$ cat src/rtl/word_bit_serializer_pkg.sv
// Shared definitions for the word bit serializer: word/select widths and FSM state encodings.
package word_bit_serializer_pkg;

    localparam int WORD_W = 16;
    localparam int SEL_W  = 4;

    typedef enum logic [1:0] {
        S_IDLE   = 2'd0,
        S_SHIFT  = 2'd1,
        S_PARITY = 2'd2,
        S_DONE   = 2'd3
    } state_e;

    function automatic logic even_parity(input logic [WORD_W-1:0] word);
        return ^word;
    endfunction

endpackage

$ cat src/rtl/word_bit_select.sv
// Combinational 16:1 bit select of the held word by the current select index.
module word_bit_select
    import word_bit_serializer_pkg::*;
(
    input  logic [WORD_W-1:0] word_i,
    input  logic [SEL_W-1:0]  sel_i,
    output logic              bit_o
);

    assign bit_o = word_i[sel_i];

endmodule

$ cat src/rtl/word_bit_serializer.sv
// Loads a 16-bit word on a ready/load handshake and walks it out one bit per HOLD cycles.
// Optional feature: define SER_PARITY_EN to append one even-parity bit after the data bits.
module word_bit_serializer
    import word_bit_serializer_pkg::*;
#(
    parameter int MSB_FIRST = 0,
    parameter int HOLD      = 1
) (
    input  logic              clk,
    input  logic              rst,
    input  logic              load,
    input  logic [WORD_W-1:0] din,
    output logic              ready,
    output logic [SEL_W-1:0]  sel,
    output logic              ser_out,
    output logic              ser_valid,
    output logic              done,
    output logic [1:0]        dbg_state_o
);

    // Handshake: a word is taken on any rising edge where load=1 and ready=1;
    // load is ignored whenever ready=0 (SHIFT, PARITY, DONE).

    localparam logic [SEL_W-1:0] SEL_START = (MSB_FIRST != 0) ? 4'd15 : 4'd0;
    localparam logic [SEL_W-1:0] SEL_LAST  = (MSB_FIRST != 0) ? 4'd0  : 4'd15;
    localparam logic [3:0]       HOLD_LAST = 4'(HOLD - 1);

    state_e              state_q, state_d;
    logic [WORD_W-1:0]   held_q, held_d;
    logic [SEL_W-1:0]    sel_q, sel_d;
    logic [3:0]          hold_q, hold_d;
    logic                sel_bit;

    always_ff @(posedge clk) begin
        if (rst) begin
            state_q <= S_IDLE;
            held_q  <= '0;
            sel_q   <= '0;
            hold_q  <= '0;
        end else begin
            state_q <= state_d;
            held_q  <= held_d;
            sel_q   <= sel_d;
            hold_q  <= hold_d;
        end
    end

    always_comb begin
        state_d   = state_q;
        held_d    = held_q;
        sel_d     = sel_q;
        hold_d    = hold_q;
        ready     = 1'b0;
        ser_valid = 1'b0;
        done      = 1'b0;
        case (state_q)
            S_IDLE: begin
                ready = 1'b1;
                if (load) begin
                    held_d  = din;
                    sel_d   = SEL_START;
                    hold_d  = '0;
                    state_d = S_SHIFT;
                end
            end
            S_SHIFT: begin
                ser_valid = 1'b1;
                if (hold_q == HOLD_LAST) begin
                    hold_d = '0;
                    if (sel_q == SEL_LAST) begin
                        // sel stays on the last index; it never wraps inside a frame
`ifdef SER_PARITY_EN
                        state_d = S_PARITY;
`else
                        state_d = S_DONE;
`endif
                    end else if (MSB_FIRST != 0) begin
                        sel_d = sel_q - 4'd1;
                    end else begin
                        sel_d = sel_q + 4'd1;
                    end
                end else begin
                    hold_d = hold_q + 4'd1;
                end
            end
`ifdef SER_PARITY_EN
            S_PARITY: begin
                ser_valid = 1'b1;
                if (hold_q == HOLD_LAST) begin
                    hold_d  = '0;
                    state_d = S_DONE;
                end else begin
                    hold_d = hold_q + 4'd1;
                end
            end
`endif
            S_DONE: begin
                done    = 1'b1;
                state_d = S_IDLE;
            end
            default: begin
                state_d = S_IDLE;
            end
        endcase
    end

    word_bit_select u_select (
        .word_i (held_q),
        .sel_i  (sel_q),
        .bit_o  (sel_bit)
    );

    assign ser_out     = ser_valid & ((state_q == S_PARITY) ? even_parity(held_q) : sel_bit);
    assign sel         = sel_q;
    assign dbg_state_o = state_q;

endmodule
$ cat config.mk
export PLATFORM = sky130hd
export DESIGN_NAME = word_bit_serializer
export DESIGN_NICKNAME = d
export VERILOG_FILES = /design/src/rtl/word_bit_serializer_pkg.sv /design/src/rtl/word_bit_select.sv /design/src/rtl/word_bit_serializer.sv
export SDC_FILE = /design/constraint.sdc
export NUM_CORES = 1
export LEC_CHECK = 0
export BUFFER_PORTS_ARGS = -buffer_cell sky130_fd_sc_hd__buf_2
export CAP_MARGIN = 5
export CORE_MARGIN = 5
export CORE_UTILIZATION = 47
export CTS_BUF_LIST = sky130_fd_sc_hd__clkbuf_8 sky130_fd_sc_hd__clkbuf_16
export DETAILED_ROUTE_END_ITERATION = 8
export GPL_TIMING_DRIVEN = 0
export PLACE_DENSITY_LB_ADDON = 0.3
export SYNTH_ARGS = -nofsm -noshare
export SYNTH_HDL_FRONTEND = slang
export SYNTH_SLANG_ARGS = --single-unit
$ cat constraint.sdc
create_clock -name clk -period 1.4 [get_ports clk]
set_clock_uncertainty 0.05 [all_clocks]
set_input_delay 0.28 -clock clk [delete_from_list [all_inputs] [get_ports clk]]
set_output_delay 0.28 -clock clk [all_outputs]
set_load 0.01 [all_outputs]
==> impl_metrics.toml, run 1 <==
[run_status]
status = "finished with violations"
violations = "setup timing"

[yosys]
postSynthAreaPerCell_um2 = 8.13
synth_most_common_cell = "nand2_1"
synthCells = 150
synthTopCellsByCount = "nand2_1, dfxtp_1, a21oi_1"
seq_area_frac_synth = 0.427
ys.flop_type = "dfxtp_1"
synth-edff-count = 0
synthDistinctLibCells = 32
yosysTopAreaCellShare = 0.427
synth-seq-cells = 26
netlist_top_cells_area = "dfxtp_1, nand2_1, a21oi_1"
yosys.area.top_type = "dfxtp_1"
syn-num-nets = 172
yosys_warnings = 0
synthArstFlopShare = 0
synth_area_mm2 = 0.00122

[floorplanning]
initial_core_util = 0.492
ios = 29
die-area_mm2 = 0.00371
die_w_um = 60.9
rows = 18
die_y_um = 60.9
core-area_mm2 = 0.00248

[drt]
dr_total_vias = 1219
vias_per_cell = 5.39
wl_mm = 3.32
dr.pass1.iters = 4
wl_per_cell_um = 14.7
drt-initial-drc-count = 33
ant_nets = 0
drc = 0

[placed_design]
hpwl_mm = 2.15
placed_area_mm2 = 0.00145
place_ws_ps = -218
port-buffer-count = 27
post-place-cells = 207
place_congestion = 0.850

[final_layout]
instances_no_fill = 226
antenna-diode-count = 0
area_growth_pct = 42.7
finalNetCount = 219
fillers = 227
fin_area_mm2 = 0.00174
utilization = 0.703
drive_gt1_frac = 0.372

[cts]
worstSkewPairLatency_ps = 270
cts_buffers = 3
cts_hold_buf = 0
cts_tree = "yes"
root_buffer = "clkbuf_8"
clk_path_buf_depth = 2
h-tree-depth = 1
cts.clk_slew.worst_paths_ps = 90
clkSinkCount = 26

[timing]
relSlewSlack = 0.699
max_freq_mhz = 538
finalCriticalPeriod_ps = 1860
slew_violations = 0
setup_viol = 7
worst_slack_ps = -460
whs_ps = 190
rsz0062_at_grt = "yes"
hold_violations = 0
tns_ps = -1880
finalCritPeriodShare = 1.33
tightest_slew_ps = 452

[grt]
grt_usage = 0.178
antenna_found_initial = 0
grt_overflow = 0
grt_pass1_wl_mm = 4.93
grt_pass1_vias = 1151
grt_util_met1 = 0.205
grt-busiest-layer = "met2"
grt_max_degree = 15
grt_use_met3 = 0.0426
grt_use_met2 = 0.324

[setup_path]
cp.required_ps = 1070
start_kind = "flop"
arrival_ps = 1530
endpoint_kind = "output pin"
critPathMaxFanout = 10
worstSetupPathType = "flop to output pin"
reg2reg_slack_ps = -420

[power]
power_density_mw_per_mm2 = 906
ir_drop_mv = 0.707
finalPower_mw = 1.58
leakage_nw = 0.683

[worst_hold_path]
hp-class = "input pin to flop"

[job]
maxCapViolations = 0
-- path summary, 6_finish.rpt --
check                  from    endpoint  cells past startpoint
setup / recovery     sel[0]     ser_out                      6
hold / removal      din[12]  held_q[12]                      3
setup reg to reg     sel[0]      sel[0]                      7
hold reg to reg   held_q[0]   held_q[0]                      2
-- layer usage --
metal  share of wire  up-vias
met3           0.063        9
met4           0.022        0
met1            0.42      558
li1                -      609
met2            0.50       43
met5               0        -
-- repair_timing --
item                                    CTS  global route
gates cloned                              0             1
endpoints found under the hold margin     0             0
setup buffers                             6             8
pin swaps                                 5             8
gates resized for setup                  11            22
endpoints found under the setup margin   17            19
-- placed cells by master, fill, tap and decap left out, drive strengths merged, types with 2 or more instances in the layout --
master,count
nor2b,2
nor3b,2
clkbuf,6
a21oi,25
nand3b,2
and2,2
nand3,4
nand2,36
nor2,10
buf,47
o21ai,4
or4,2
a22oi,4
inv,2
dfxtp,26
mux2i,9
ha,3
-- registers in the layout (all words and copies together), names as in the netlist --
signal and count:
held_q 16, hold_q 4, sel 4, dbg_state_o 2
-- critical path: stages (launching register included) --
cell     delay (ps)
dfxtp_4         360
buf_12          140
mux2i_1         140
a22oi_1         190
nand3_1         110
a21oi_2         160
buf_2           140
-- power breakdown --
part	internal [mW]	total, mW	switching, mW	leakage [nW]
logic	0.150	0.298	0.148	0.439
registers	0.770	0.793	0.0232	0.215
clock network	0.251	0.487	0.236	0.0288
total	1.17	1.58	0.406	0.683
-- kinds of logic (layout without fill, tap and decap cells) --
kind of cell | count (synthesis) | after routing | share of synthesized area
multiplexers | 9 | 9 | 0.0738
AND/OR/NAND/NOR | 66 | 66 | 0.251
flip-flops | 26 | 26 | 0.427
AO/OA/AOI/OAI | 35 | 36 | 0.170
adder cells (fa/ha/maj) | 3 | 3 | 0.0308
buffers and inverters | 11 | 56 | 0.0472
-- area by class of cell --
cell class	instances	area, µm²	area share
Inverter	3	23.8	0.0137
Clock buffer	4	55.1	0.0316
Tap cell	30	37.5	0.0216
Multi-Input combinational cell	114	737	0.423
Buffer	8	82.6	0.0474
Timing Repair Buffer	41	270	0.155
Sequential cell	26	534	0.307
(Power assumes the default switching activity.)
==> run 2: changes to the inputs <==
--- a/config.mk
+++ b/config.mk
@@ -12,7 +12,7 @@
 export CTS_BUF_LIST = sky130_fd_sc_hd__clkbuf_8 sky130_fd_sc_hd__clkbuf_16
 export DETAILED_ROUTE_END_ITERATION = 8
 export GPL_TIMING_DRIVEN = 0
-export PLACE_DENSITY_LB_ADDON = 0.3
+export PLACE_DENSITY = 0.8
 export SYNTH_ARGS = -nofsm -noshare
 export SYNTH_HDL_FRONTEND = slang
 export SYNTH_SLANG_ARGS = --single-unit
==> run 2 against run 1 <==
Compared with the run above: the flow still finishes with violations (setup timing); sequential share of layout area is 1.5 points higher; cell count decreased by 1.8%; die area did not move; flip-flop and latch count unchanged; clock power shrank 12%; largest cell class unchanged; utilization down 3.0 points; register-to-register slack gained 30 ps.
==> impl_metrics.toml, run 2 (synthesized netlist as in run 1, its figures left out) <==
[run_status]
status = "finished with violations"
violations = "setup timing"

[floorplanning]
die_w_um = 60.9
rows = 18
core-area_mm2 = 0.00248
initial_core_util = 0.492
die-area_mm2 = 0.00371
die_y_um = 60.9
ios = 29

[final_layout]
area_growth_pct = 36.5
drive_gt1_frac = 0.354
instances_no_fill = 222
fin_area_mm2 = 0.00167
final_cell_mix = "nand2_1, buf_2, a21oi_1"
final_common_cell = "nand2_1"
utilization = 0.672
top_register = "held_q"
finalNetCount = 215
largest_register_ffs = 16
antenna-diode-count = 0

[power]
seq_power_share = 0.535
p_sw_mw = 0.390
power_density_mw_per_mm2 = 891
power_frac_comb = 0.176
finalPower_mw = 1.48
swShare = 0.263
leakage_nw = 0.658
clkPwrFrac = 0.289
internal_power_mw = 1.09
ir_drop_mv = 0.809

[cts]
root_buffer = "clkbuf_8"
cts_buffers = 3
worstSkewPairLatency_ps = 270
h-tree-depth = 1
cts.clk_slew.worst_paths_ps = 90
clk_path_buf_depth = 2
cts_hold_buf = 0
cts_tree = "yes"
clkSinkCount = 26

[setup_path]
rr_endpoint = "sel[0]"
reg2reg_depth = 8
endpoint = "ser_out"
worstSetupPathType = "flop to output pin"
cp.required_ps = 1070
reg2reg_slack_ps = -390
r2r_start = "sel[0]"
critPathLaunch = "sel[0]"
arrival_ps = 1520
endpoint_kind = "output pin"
start_kind = "flop"
critPathMaxFanout = 10

[placed_design]
place_ws_ps = -160
port-buffer-count = 27
post-place-cells = 207
place_congestion = 0.766
placed_area_mm2 = 0.00145
hpwl_mm = 2.09

[grt]
grt_overflow = 0
grt_max_degree = 18
grt_pass1_wl_mm = 4.71
antenna_found_initial = 0
grt_pass1_vias = 1118
grt_usage = 0.168

[drt]
ant_nets = 0
drc = 0
wl_per_cell_um = 13.6
vias_per_cell = 5.24
dr.pass1.iters = 4
wl_mm = 3.01
dr_total_vias = 1164
drt-initial-drc-count = 51

[worst_hold_path]
holdPathStages = 3
hp-class = "input pin to flop"

[timing]
worst_slack_ps = -447
finalCritPeriodShare = 1.32
hold_violations = 0
setup_viol = 7
relSlewSlack = 0.706
rsz0062_at_grt = "yes"
max_freq_mhz = 542
tns_ps = -1520
finalCriticalPeriod_ps = 1850
tightest_slew_ps = 440
slew_violations = 0
whs_ps = 188

[job]
maxCapViolations = 0
run 2: changes by cell type in the layout (fill, tap and decap cells not counted), sizes merged:
cell	previous run	this run
clkbuf	6	5
buf	47	44
inv	2	3
a21oi	25	24
run 2: how the worst min path moves through the flow:
stage / startpoint / endpoint / slack [ps]
after global routing: din[5] / held_q[5] / 190
after detailed placement: held_q[6] / held_q[6] / 400
after global placement: held_q[2] / held_q[2] / 390
after floorplan: din[0] / held_q[0] / 370
final: din[10] / held_q[10] / 190
after CTS: din[10] / held_q[10] / 180
run 2: per-layer routing:
metal / up-vias / part of all wire / wire length (µm) / GRT usage
li1: 603 / - / - / -
met3: 4 / 0.052 / 158 / 0.0255
met2: 31 / 0.51 / 1540 / 0.307
met4: 0 / 0.010 / 30 / 0.0557
met5: - / 0 / 0 / 0
met1: 526 / 0.42 / 1280 / 0.199
run 2: power by group through the flow:
stage / Combinational [mW] / Sequential, mW / Clock (mW)
CTS: 0.230 / 0.794 / 0.435
detailed placement: 0.207 / 0.812 / 0
floorplan: 0.143 / 0.808 / 0
global route: 0.288 / 0.798 / 0.453
finish: 0.260 / 0.794 / 0.430
global placement: 0.201 / 0.809 / 0
run 2: what timing repair did:
action                                  CTS  global route
endpoints found under the setup margin   17            25
pin swaps                                 7             7
gates resized for setup                   8            19
buffers inserted                          4             8
run 2: cell type report:
class | count | area, µm²
Timing Repair Buffer | 39 | 249
Inverter | 3 | 23.8
Clock inverter | 1 | 3.75
Clock buffer | 3 | 41.3
Sequential cell | 26 | 537
Buffer | 7 | 65.1
Tap cell | 30 | 37.5
Multi-Input combinational cell | 113 | 708
Fill cell | 203 | 812
run 2: critical path, cell delays in order, from the launching register on:
cell and delay [ps]:
dfxtp_4 360, buf_12 140, mux2i_1 130, a22oi_1 200, nand3_1 120, a21oi_2 150
buf_2 150
